<file path="src/rtl/mem_stage_lsu.sv">
// MEM stage load/store unit: owns the EX->MEM pipeline register and drives a
// request/response data bus with wait states, lane steering and alignment checks.
module mem_stage_lsu #(
  parameter int unsigned XLEN = 32
) (
  input  logic              clk,
  input  logic              rst,
  input  logic [5:0]        stall,
  input  logic              ex_valid,
  input  logic [6:0]        ex_lsu_op,
  input  logic [XLEN-1:0]   ex_addr,
  input  logic [XLEN-1:0]   ex_wdata,
  input  logic [XLEN-1:0]   ex_result,
  input  logic [XLEN-1:0]   ex_pc,
  input  logic              ex_rf_we,
  input  logic [4:0]        ex_rf_waddr,
  output logic              dreq_valid,
  input  logic              dreq_ready,
  output logic              dreq_we,
  output logic [XLEN-1:0]   dreq_addr,
  output logic [XLEN-1:0]   dreq_wdata,
  output logic [XLEN/8-1:0] dreq_strb,
  input  logic              drsp_valid,
  input  logic [XLEN-1:0]   drsp_rdata,
  output logic              stall_req,
  output logic              wb_valid,
  output logic              wb_rf_we,
  output logic [4:0]        wb_rf_waddr,
  output logic [XLEN-1:0]   wb_rf_wdata,
  output logic [XLEN-1:0]   wb_pc,
  output logic              fwd_rf_we,
  output logic [4:0]        fwd_rf_waddr,
  output logic [XLEN-1:0]   fwd_data,
  output logic              fwd_pending,
  output logic              exc_valid,
  output logic [XLEN-1:0]   exc_addr
);
  localparam int unsigned NB = XLEN / 8;
  localparam int unsigned LB = $clog2(NB);

  // lsu_op layout: {en, we, d, w, h, b, unsigned}
  typedef enum logic [1:0] {S_IDLE, S_REQ, S_WAIT, S_DONE} state_t;

  state_t state, state_nx;

  logic            valid_r, rf_we_r;
  logic [6:0]      op_r;
  logic [4:0]      rf_waddr_r;
  logic [XLEN-1:0] addr_r, wdata_r, result_r, pc_r, rdata_r;

  logic capture, bubble, ex_go;
  logic unused_stall_bits;

  function automatic logic bad_access(input logic [6:0] op, input logic [XLEN-1:0] a);
    logic mis, ill;
    mis = (op[2] & a[0]) | (op[3] & (a[1:0] != 2'b00)) | (op[4] & (a[2:0] != 3'b000));
    ill = op[4] & (XLEN == 32);
    return mis | ill;
  endfunction

  assign capture = ~stall[3];
  assign bubble  = stall[3] & ~stall[4];
  assign ex_go   = ex_valid & ex_lsu_op[6] & ~bad_access(ex_lsu_op, ex_addr);
  assign unused_stall_bits = ^{stall[5], stall[2:0]};

  // EX->MEM pipeline register
  always_ff @(posedge clk) begin
    if (rst || bubble) begin
      valid_r    <= 1'b0;
      op_r       <= '0;
      addr_r     <= '0;
      wdata_r    <= '0;
      result_r   <= '0;
      pc_r       <= '0;
      rf_we_r    <= 1'b0;
      rf_waddr_r <= '0;
    end else if (capture) begin
      valid_r    <= ex_valid;
      op_r       <= ex_lsu_op;
      addr_r     <= ex_addr;
      wdata_r    <= ex_wdata;
      result_r   <= ex_result;
      pc_r       <= ex_pc;
      rf_we_r    <= ex_rf_we;
      rf_waddr_r <= ex_rf_waddr;
    end
  end

  always_ff @(posedge clk) begin
    if (rst) begin
      state   <= S_IDLE;
      rdata_r <= '0;
    end else begin
      state <= state_nx;
      if (state == S_WAIT && state_nx == S_DONE) rdata_r <= drsp_rdata;
    end
  end

  // Next state; a capturing edge always restarts the sequence for the new slot
  always_comb begin
    state_nx   = state;
    dreq_valid = 1'b0;
    stall_req  = 1'b0;
    if (bubble) begin
      state_nx = S_IDLE;
    end else if (capture) begin
      state_nx = ex_go ? S_REQ : S_IDLE;
    end else begin
      case (state)
        S_REQ:   if (dreq_ready) state_nx = S_WAIT;
        S_WAIT:  if (drsp_valid) state_nx = S_DONE;
        default: state_nx = state;
      endcase
    end
    dreq_valid = (state == S_REQ);
    stall_req  = (state == S_REQ) || (state == S_WAIT);
  end

  logic            is_mem, is_exc, is_load, is_store;
  logic [LB-1:0]   lane;
  logic [NB-1:0]   mask, strb_sh;
  logic [XLEN-1:0] wdata_lane, shifted, keep, ld_data;
  logic            msb;

  assign is_mem   = valid_r & op_r[6];
  assign is_exc   = is_mem & bad_access(op_r, addr_r);
  assign is_load  = is_mem & ~op_r[5];
  assign is_store = is_mem & op_r[5];
  assign lane     = addr_r[LB-1:0];
  assign shifted  = rdata_r >> {lane, 3'b000};
  assign strb_sh  = mask << lane;

  // Store lane replication and byte mask
  always_comb begin
    wdata_lane = wdata_r;
    mask       = '0;
    if (op_r[1]) begin
      wdata_lane = {NB{wdata_r[7:0]}};
      mask       = NB'(1);
    end else if (op_r[2]) begin
      wdata_lane = {(NB/2){wdata_r[15:0]}};
      mask       = NB'(3);
    end else if (op_r[3]) begin
      wdata_lane = {(NB/4){wdata_r[31:0]}};
      mask       = NB'(15);
    end else if (op_r[4]) begin
      mask       = NB'(255);
    end
  end

  // Load extension: keep the access width, fill the rest with sign or zero
  always_comb begin
    keep = '1;
    msb  = 1'b0;
    if (op_r[1]) begin
      keep = XLEN'(8'hFF);
      msb  = shifted[7];
    end else if (op_r[2]) begin
      keep = XLEN'(16'hFFFF);
      msb  = shifted[15];
    end else if (op_r[3]) begin
      keep = XLEN'(32'hFFFF_FFFF);
      msb  = shifted[31];
    end
    ld_data = (shifted & keep) | ((msb & ~op_r[0]) ? ~keep : '0);
  end

  assign dreq_we      = dreq_valid & op_r[5];
  assign dreq_addr    = dreq_valid ? (addr_r & ~XLEN'(NB - 1)) : '0;
  assign dreq_wdata   = (dreq_valid & op_r[5]) ? wdata_lane : '0;
  assign dreq_strb    = (dreq_valid & op_r[5]) ? strb_sh : '0;

  assign wb_valid     = valid_r & (~is_mem | is_exc | (state == S_DONE));
  assign wb_rf_we     = wb_valid & rf_we_r & ~is_exc & ~is_store;
  assign wb_rf_waddr  = rf_waddr_r;
  assign wb_rf_wdata  = is_load ? ld_data : result_r;
  assign wb_pc        = pc_r;

  assign fwd_rf_we    = valid_r & rf_we_r & ~is_exc;
  assign fwd_rf_waddr = rf_waddr_r;
  assign fwd_data     = wb_rf_wdata;
  assign fwd_pending  = is_load & ~is_exc & (state != S_DONE);

  assign exc_valid    = is_exc;
  assign exc_addr     = is_exc ? addr_r : '0;

endmodule

</file>
<file path="config.mk">
export PLATFORM = sky130hd
export DESIGN_NAME = mem_stage_lsu
export DESIGN_NICKNAME = d
export VERILOG_FILES = /design/src/rtl/mem_stage_lsu.sv
export SDC_FILE = /design/constraint.sdc
export NUM_CORES = 1
export LEC_CHECK = 0
export CAP_MARGIN = 15
export CORE_MARGIN = 3
export CORE_UTILIZATION = 40
export CTS_BUF_LIST = sky130_fd_sc_hd__clkbuf_8 sky130_fd_sc_hd__clkbuf_16
export DETAILED_ROUTE_END_ITERATION = 10
export PLACE_DENSITY_LB_ADDON = 0.12
export SYNTH_ARGS = -nofsm -noshare
export SYNTH_HDL_FRONTEND = slang
export SYNTH_SLANG_ARGS = --single-unit
</file>
<file path="constraint.sdc">
create_clock -name clk -period 8.1 [get_ports clk]
set_input_delay 2.43 -clock clk [delete_from_list [all_inputs] [get_ports clk]]
set_output_delay 2.43 -clock clk [all_outputs]
set_load 0.01 [all_outputs]
</file>
==> out/metrics.cfg, run 1 <==
[status]
outcome=finished clean

[timing]
worst_pin_slew_ns=1.046
relSlewSlack_pct=30.28
tns_ns=0
rsz0062_at_grt=no
setup_viol=0
layout_min_cycle_time_ns=6.030
clock.fmax_ghz=0.1658
fin_crit_sh_pct=74.45
maxSlewViolCount=0
hold_viol_final=0
final.setup_skew_ns=0.006039

[synth]
ys_top_cells_by_area=dfxtp_1 40%, mux2i_1 23%, nor2_1 7.6%
synthArstFlopShare_pct=0
syn_inst=970
synth_common_cells=204 x mux2i_1, 179 x nor2_1, 176 x dfxtp_1, 65 x nand2b_1, 62 x and2_1
syn_area_per_cell_sq_um=9.056
ys.flop_type=dfxtp_1
yosysWarnings=0
synth_top_cell_area_share_pct=40.11
yosysSeqAreaShare_pct=40.11
synth_cell_type_count=42
synth_edf_count=0
synth.largest_area_cell=dfxtp_1
yosysMostFrequentCell=mux2i_1
ys_ff_latch=176
netlist_area_sq_mm=0.008785

[clock_network]
h-tree-depth=4
cts_root_buf=clkbuf_16
cts_tree=done
clock_sinks=176
cts.repair.resized=0
clock_latency_ns=0.42
cts.clk_slew.worst_paths_ns=0.07
cts_hold_buf=0
cts_max_path_buffers=2
numCtsBuffers=17
cts_setup_buffers=0

[routing]
drt_iter0_drc=339
vias=7806
drt_first_pass_iters=6
postRouteAntennaNets=0
viasPerCell=4.972
post_drt_wl_per_cell_um=18.53
wirelength_mm=29.09
drc_errors=0

[critical_path]
worstSetupStartpoint=addr_r[0]
cp_data_required_time_ns=5.67
cp-start-kind=flip-flop
cp_max_fo=38
path_class=reg -> out
path_common_cell=nor2b_1
worst_setup_path_end_kind=primary output
worst_ep_arrival_time_ns=3.60
crit_chain=nor2b_1 -> a22oi_1 -> nor2_1 -> nor2b_1 -> o21ai_0 -> clkdlybuf4s50_1
crit_path_max_incr_delay_ns=0.93
critPathSlowestCell=dfxtp_2
rr_startpoint=state[1]

[finish]
stdcell_area_sq_mm=0.01317
layout-drive-gt1-share_pct=5.341
num-nets-final=1467
fin_cells=1570
area_growth_pct=49.86

[power]
clkPwrFrac_pct=41.4
p_per_area_mw_per_mm2=160.0
netSwitchingFraction_pct=26.10
power_frac_seq_pct=44.1
p_int_uw=1556
ir_drop_v=0.0001306
p_switching_uw=549.8
p_comb_share_pct=14.5
cellLeakagePower_uw=0.005213

[die]
die_x_um=154.2
core_sq_mm=0.02129
die_h_um=154.2
rows=53
die_area_sq_mm=0.02378
top_level_ports=398
start_util_pct=41.27

[place]
port_buffers=391
gp_congestion=0.9059
placed_cells=1534
place_area_sq_mm=0.01252
dp_hpwl_mm=21.40

[grt]
grt_use_met3_pct=8.506
overflow=0
top_usage_layer=met2
use_met2_pct=40.35
antenna_found_initial=5
grtUsageTotal_pct=23.71
grt_pass1_vias=7769
grt_max_degree=94
gr-usage-met1_pct=28.22
grt_first_pass_wirelength_mm=44.72

[worst_hold_path]
min_from=rdata_r[3]
min_path_type=reg -> reg

[job]
maxCapViolCount=0

[power groups by stage]
stage	Sequential [uW]	Combinational, uW	Clock [uW]
after floorplan	941	154	0
after global placement	948	302	0
after detailed placement	949	306	0
after CTS	930	308	889
after global routing	934	329	930
final	929	305	872
[final timing paths]
check                       to  slack, ns  cells past startpoint
hold / removal      rdata_r[3]       0.47                      2
hold reg to reg     rdata_r[3]       0.47                      2
setup / recovery  fwd_data[15]       2.07                      6
setup reg to reg   rdata_r[10]       5.44                      8
[critical path: cells and delay by family (launching register included)]
| family | cells | cell delay (ns) |
|---|---|---|
| buffers and inverters | 1 | 0.62 |
| and+or+nand+nor | 3 | 1.09 |
| AOI/OAI and AO/OA | 2 | 0.53 |
| DFF | 1 | 0.93 |
[layout by cell type (no fill, tap or decap), types with 2 or more instances in the layout]
master / netlist / routed
nand2_1: 29 / 29
a211oi_1: 9 / 9
clkinv_8: 0 / 2
o21ai_0: 11 / 11
clkbuf_16: 0 / 17
mux2i_1: 204 / 204
bufinv_16: 0 / 2
mux2_2: 16 / 16
inv_6: 0 / 3
inv_1: 7 / 7
conb_1: 1 / 2
a21oi_1: 33 / 33
nand2b_1: 65 / 65
and3_1: 10 / 9
clkinvlp_4: 0 / 2
nand3b_1: 2 / 2
nor2b_1: 14 / 14
a221o_1: 8 / 8
inv_8: 0 / 4
o211ai_1: 8 / 8
dfxtp_1: 176 / 175
nor2_1: 179 / 179
nor3_1: 3 / 3
diode_2: 0 / 3
clkinv_4: 0 / 2
buf_4: 39 / 8
clkdlybuf4s50_1: 0 / 389
ha_1: 4 / 4
and2_1: 62 / 62
[metrics by stage]
stage               setup slack, ns  hold slack [ns]  power [uW]  utilization, %
floorplan                     3.797           0.4441        1095               -
global route                  1.807           0.4958        2193           61.84
detailed placement            2.486           0.4599        1256           58.82
global placement              2.564           0.4567        1250           58.82
finish                        2.070           0.4709        2106           61.85
CTS                           2.010           0.4754        2127           61.74
[layer usage]
metal / wire length [um] / vias up
li1: - / 3821
met5: 24 / -
met1: 11780 / 3669
met4: 578 / 4
met2: 14380 / 277
met3: 2336 / 35
[registers in the layout (all words and copies together) (netlist names)]
register / count
rf_we_r: 1
state: 2
wb_pc: 32
addr_r: 32
valid_r: 1
op_r: 7
fwd_rf_waddr: 5
wdata_r: 32
result_r: 32
rdata_r: 32
[cells by family (layout without fill, tap and decap cells)]
family	after synthesis	after routing	synth area share, %
and+or+nand+nor	371	371	20.65
muxes	221	221	25.55
buffers and inverters	118	439	7.065
AOI/OAI and AO/OA	79	79	6.011
DFF	176	176	40.11
adders and majority gates	4	4	0.5697
other	1	5	0.04269
[layout make-up]
| cell class | count | area [sq um] |
|---|---|---|
| Timing Repair Buffer | 400 | 3988 |
| Tap cell | 275 | 344.1 |
| Fill cell | 1834 | 8122 |
| Multi-Input combinational cell | 677 | 4653 |
| Antenna cell | 3 | 7.507 |
| Clock buffer | 17 | 425.4 |
| Inverter | 7 | 26.28 |
| Clock inverter | 15 | 196.4 |
| Sequential cell | 176 | 3525 |
No activity file was read; power rests on OpenSTA's default activity.
==> run 2: changes to the inputs <==
- CORE_UTILIZATION: 40 -> 38
- clock period: 8.1 -> 5.3 ns (I/O delays scaled with it)
==> out/metrics.cfg, run 2 (synthesis results as in run 1) <==
[routing]
drt_iter0_drc=307  ; -9.4%
wirelength_mm=28.52  ; -2.0%
drt_first_pass_iters=4  ; -2
vias=7683  ; -1.6%
postRouteAntennaNets=0  ; unchanged
viasPerCell=4.860  ; -2.3%
post_drt_wl_per_cell_um=18.04  ; -2.7%
drc_errors=0  ; unchanged

[critical_path]
cp_max_fo=14  ; -63%
rr_startpoint=state[1]
path_class=reg -> out
cp_data_required_time_ns=3.71  ; -1.96 ns
cp-start-kind=flip-flop
r2r_cells=7  ; -1
worst_setup_path_end_kind=primary output
worst_ep_arrival_time_ns=3.11  ; -0.49 ns
r2r_end=rdata_r[1]
r2r_slack_ns=2.62  ; -2.82 ns
worstSetupStartpoint=op_r[2]

[die]
core_sq_mm=0.02271  ; +6.7%
top_level_ports=398  ; unchanged
die_area_sq_mm=0.02498  ; +5.1%
start_util_pct=38.68  ; -2.6 points
die_h_um=158.0  ; +2.5%
die_x_um=158.0  ; +2.5%
rows=55  ; +3.8%

[clock_network]
clock_sinks=176  ; unchanged
h-tree-depth=4  ; unchanged
numCtsBuffers=17  ; unchanged
cts_hold_buf=0  ; unchanged
cts_max_path_buffers=2  ; unchanged
cts_root_buf=clkbuf_16
cts_tree=done
clock_latency_ns=0.42  ; about the same
cts_setup_buffers=0  ; unchanged
cts.clk_slew.worst_paths_ns=0.07  ; about the same
cts.repair.resized=0  ; unchanged

[timing]
tns_ns=0  ; unchanged
rsz0062_at_grt=no
maxSlewViolCount=0  ; unchanged
relSlewSlack_pct=23.56  ; -6.7 points
fin_crit_sh_pct=88.73
worst_pin_slew_ns=1.147  ; +0.1007 ns
hold_viol_final=0  ; unchanged
layout_min_cycle_time_ns=4.703
setup_viol=0  ; unchanged
final.setup_skew_ns=0.005336  ; -0.0007031 ns
clock.fmax_ghz=0.2126
holdWs_ns=0.4708  ; -0.0001510 ns

[power]
p_per_area_mw_per_mm2=238.6  ; +49%
ir_drop_v=0.0001890  ; +45%
cellLeakagePower_uw=0.005208  ; about the same
fin_total_pwr_uw=3142  ; +49%

[job]
maxCapViolCount=0  ; unchanged

[worst_hold_path]
min_path_type=reg -> reg
min_from=rdata_r[2]
min_to=rdata_r[2]
min_path_cells=2  ; unchanged

[status]
outcome=finished clean

[finish]
area_growth_pct=49.91  ; about the same
layout_common_cells=390 x clkdlybuf4s50_1, 204 x mux2i_1, 179 x nor2_1
layout-drive-gt1-share_pct=5.410  ; +0.069 points
layout_commonest_cell=clkdlybuf4s50_1
num-nets-final=1469  ; +0.14%

[grt]
overflow=0  ; unchanged
gr-usage-met1_pct=26.47  ; -1.7 points
grt_max_degree=84  ; -11%
grt_use_met3_pct=8.447  ; -0.059 points
use_met2_pct=37.39  ; -3.0 points
antenna_found_initial=3  ; -2
grtUsageTotal_pct=22.21  ; -1.5 points
top_usage_layer=met2
grt_pass1_vias=7506  ; -3.4%
grt_first_pass_wirelength_mm=42.83  ; -4.2%

[place]
port_buffers=391  ; unchanged
gp_congestion=0.7945  ; -12%
dp_hpwl_mm=21.28  ; -0.55%

[run 2: cell types whose count changed in the layout (fill, tap and decap cells not counted), sizes merged]
cell,previous run,this run
inv,14,16
clkinv,4,3
clkdlybuf4s50,389,390
diode,3,2
bufinv,2,0
clkinvlp,2,3
buf,10,11
[run 2: power breakdown]
| group | switching [uW] | leakage, uW | total [uW] | internal (uW) |
|---|---|---|---|---|
| logic | 186 | 0.00349 | 468 | 282 |
| registers | 40.7 | 0.00144 | 1420 | 1380 |
| clock network | 621 | 0.000281 | 1260 | 636 |
| total | 847 | 0.00521 | 3140 | 2290 |
[run 2: area by class of cell]
class	count	area, sq um
Fill cell	2081	9540
Multi-Input combinational cell	677	4653
Timing Repair Buffer	402	4013
Sequential cell	176	3525
Clock buffer	17	425.4
Tap cell	285	356.6
Clock inverter	15	165.2
Inverter	7	26.28
Antenna cell	2	5.005
[run 2: how the worst max path moves through the flow]
| stage | end | slack [ns] | depth (start not counted) |
|---|---|---|---|
| after floorplan | wb_rf_wdata[24] | 1.84 | 6 |
| after global placement | wb_rf_wdata[25] | 1.03 | 5 |
| after detailed placement | wb_rf_wdata[25] | 1.04 | 5 |
| after CTS | wb_rf_wdata[25] | 0.57 | 5 |
| after global routing | wb_rf_wdata[16] | 0.42 | 6 |
| final | fwd_data[25] | 0.60 | 5 |
[run 2: stage by stage]
step / utilization [%] / setup WS (ns) / instances / cell area, sq um
final: 57.99 / 0.5974 / 1581 / 13170
after global placement: 55.37 / 1.026 / 1547 / 12570
after CTS: 57.97 / 0.5663 / 1579 / 13160
after detailed placement: 55.37 / 1.038 / 1547 / 12570
after floorplan: - / 1.837 / 971 / 8788
after global routing: 57.98 / 0.4173 / 1580 / 13170
[run 2: critical path: stages, from the launching register on]
cell	delay (ns)
dfxtp_1	0.56
or2_2	0.53
or3_1	0.53
nor2_4	0.25
a221o_1	0.25
clkdlybuf4s50_1	0.56
[run 2: per-layer routing]
metal  part of all wire [%]  wire length [um]
met2                     49             13910
met5                  0.081                23
met4                    1.8               501
met3                    9.1              2592
met1                     40             11500
==> run 3: changes to the inputs <==
- CORE_MARGIN: 3 -> 2
==> out/metrics.cfg, run 3 (synthesis results as in run 1) <==
[timing]
layout_setup_ws_ns=0.4506  ; -0.1468 ns
clock.fmax_ghz=0.2062  ; -3.0%
hold_viol_final=0  ; unchanged
rsz0062_at_grt=no
maxSlewViolCount=0  ; unchanged
final.setup_skew_ns=0.01019  ; +0.004850 ns
relSlewSlack_pct=31.26  ; +7.7 points
worst_pin_slew_ns=1.031  ; -0.1154 ns
layout_min_cycle_time_ns=4.849  ; +0.1468 ns
fin_crit_sh_pct=91.50  ; +2.8 points
tns_ns=0  ; unchanged
setup_viol=0  ; unchanged

[clock_network]
cts.clk_slew.worst_paths_ns=0.07  ; about the same
cts_root_buf=clkbuf_16
cts_max_path_buffers=2  ; unchanged
cts.repair.resized=0  ; unchanged
cts_setup_buffers=0  ; unchanged
clock_latency_ns=0.43  ; about the same
cts_tree=done
clock_sinks=176  ; unchanged
cts_hold_buf=0  ; unchanged
h-tree-depth=4  ; unchanged
numCtsBuffers=17  ; unchanged

[routing]
vias=7717  ; +0.44%
post_drt_wl_per_cell_um=17.87  ; -0.92%
postRouteAntennaNets=0  ; unchanged
drt_first_pass_iters=4  ; unchanged
drt_iter0_drc=335  ; +9.1%
wirelength_mm=28.27  ; -0.86%
viasPerCell=4.878  ; +0.38%
drc_errors=0  ; unchanged

[critical_path]
cp_max_fo=24  ; +10
path_class=reg -> out
cp_data_required_time_ns=3.71  ; about the same
rr_startpoint=state[1]
cp-start-kind=flip-flop
worst_setup_path_end_kind=primary output
worst_ep_arrival_time_ns=3.26  ; +0.15 ns
worstSetupStartpoint=addr_r[0]

[finish]
layout_common_cells=389 x clkdlybuf4s50_1, 204 x mux2i_1, 179 x nor2_1
stdcell_area_sq_mm=0.01316  ; -0.10%
layout_commonest_cell=clkdlybuf4s50_1
num-nets-final=1470  ; +0.068%
area_growth_pct=49.75
layout-drive-gt1-share_pct=5.560  ; +0.15 points
fillers=2027  ; -2.6%
utilization_pct=58.10  ; +0.12 points

[die]
start_util_pct=38.80  ; +0.12 points
top_level_ports=398  ; unchanged
rows=55  ; unchanged
die_area_sq_mm=0.02435  ; -2.5%
die_h_um=156.0  ; -1.3%
die_x_um=156.0  ; -1.3%
core_sq_mm=0.02264  ; -0.30%

[place]
gp_congestion=0.8677  ; +9.2%
dp_hpwl_mm=21.00  ; -1.3%
place_area_sq_mm=0.01258  ; about the same
pre_cts_ws_ns=0.9029  ; -0.1352 ns
port_buffers=391  ; unchanged

[grt]
antenna_found_initial=3  ; unchanged
grt_first_pass_wirelength_mm=43.00  ; +0.40%
grtUsageTotal_pct=22.92  ; +0.70 points
grt_pass1_vias=7586  ; +1.1%
overflow=0  ; unchanged
grt_max_degree=67  ; -20%

[power]
p_per_area_mw_per_mm2=236.5  ; -0.85%
ir_drop_v=0.0001852  ; -2.1%
cellLeakagePower_uw=0.005211  ; about the same

[worst_hold_path]
min_from=rdata_r[2]
min_path_type=reg -> reg

[status]
outcome=finished clean

[job]
maxCapViolCount=0  ; unchanged

run 3: final cells by class:
cell class	count	area (sq um)	share of cell area, %
clock buffer	17	425.4	3.234
antenna	2	5.005	0.03804
sequential	176	3525	26.79
inverter	7	26.28	0.1997
clock inverter	15	148.9	1.132
multi-input combinational	677	4653	35.37
timing repair buffer	403	4015	30.52
tap	285	356.6	2.711
run 3: worst max-delay path, stage by stage (launching register included):
cell and delay (ns):
dfxtp_2 0.63, nor2b_1 0.64, a22oi_1 0.14, nor2_1 0.34, a31oi_4 0.19, o211ai_1 0.27, clkdlybuf4s50_1 0.62
run 3: power breakdown:
part / leakage (uW) / internal, uW / switching (uW)
registers: 0.00144 / 1380 / 41.6
logic: 0.00349 / 282 / 186
clock network: 0.000277 / 625 / 601
total: 0.00521 / 2280 / 828
run 3: metal layers:
layer	vias up	GRT usage [%]	wire length, um
li1	3828	-	-
met1	3604	25.85	11400
met2	261	41.64	14230
met3	22	7.056	2198
met4	2	6.422	426
met5	-	0	13
run 3: metrics by stage:
stage          power [uW]  hold slack, ns  std cells
2_1_floorplan        1673          0.4441        971
3_3_place_gp         1913          0.4580       1548
3_5_place_dp         1921          0.4619       1548
4_1_cts              3156          0.4714       1580
5_1_grt              3258          0.4915       1581
6_report             3112          0.4693       1582
run 3: final timing paths:
| check | endpoint | slack [ns] | cells past startpoint |
|---|---|---|---|
| max | fwd_data[18] | 0.45 | 6 |
| min | rdata_r[2] | 0.47 | 2 |
| max reg2reg | rdata_r[14] | 2.64 | 7 |
| min reg2reg | rdata_r[2] | 0.47 | 2 |
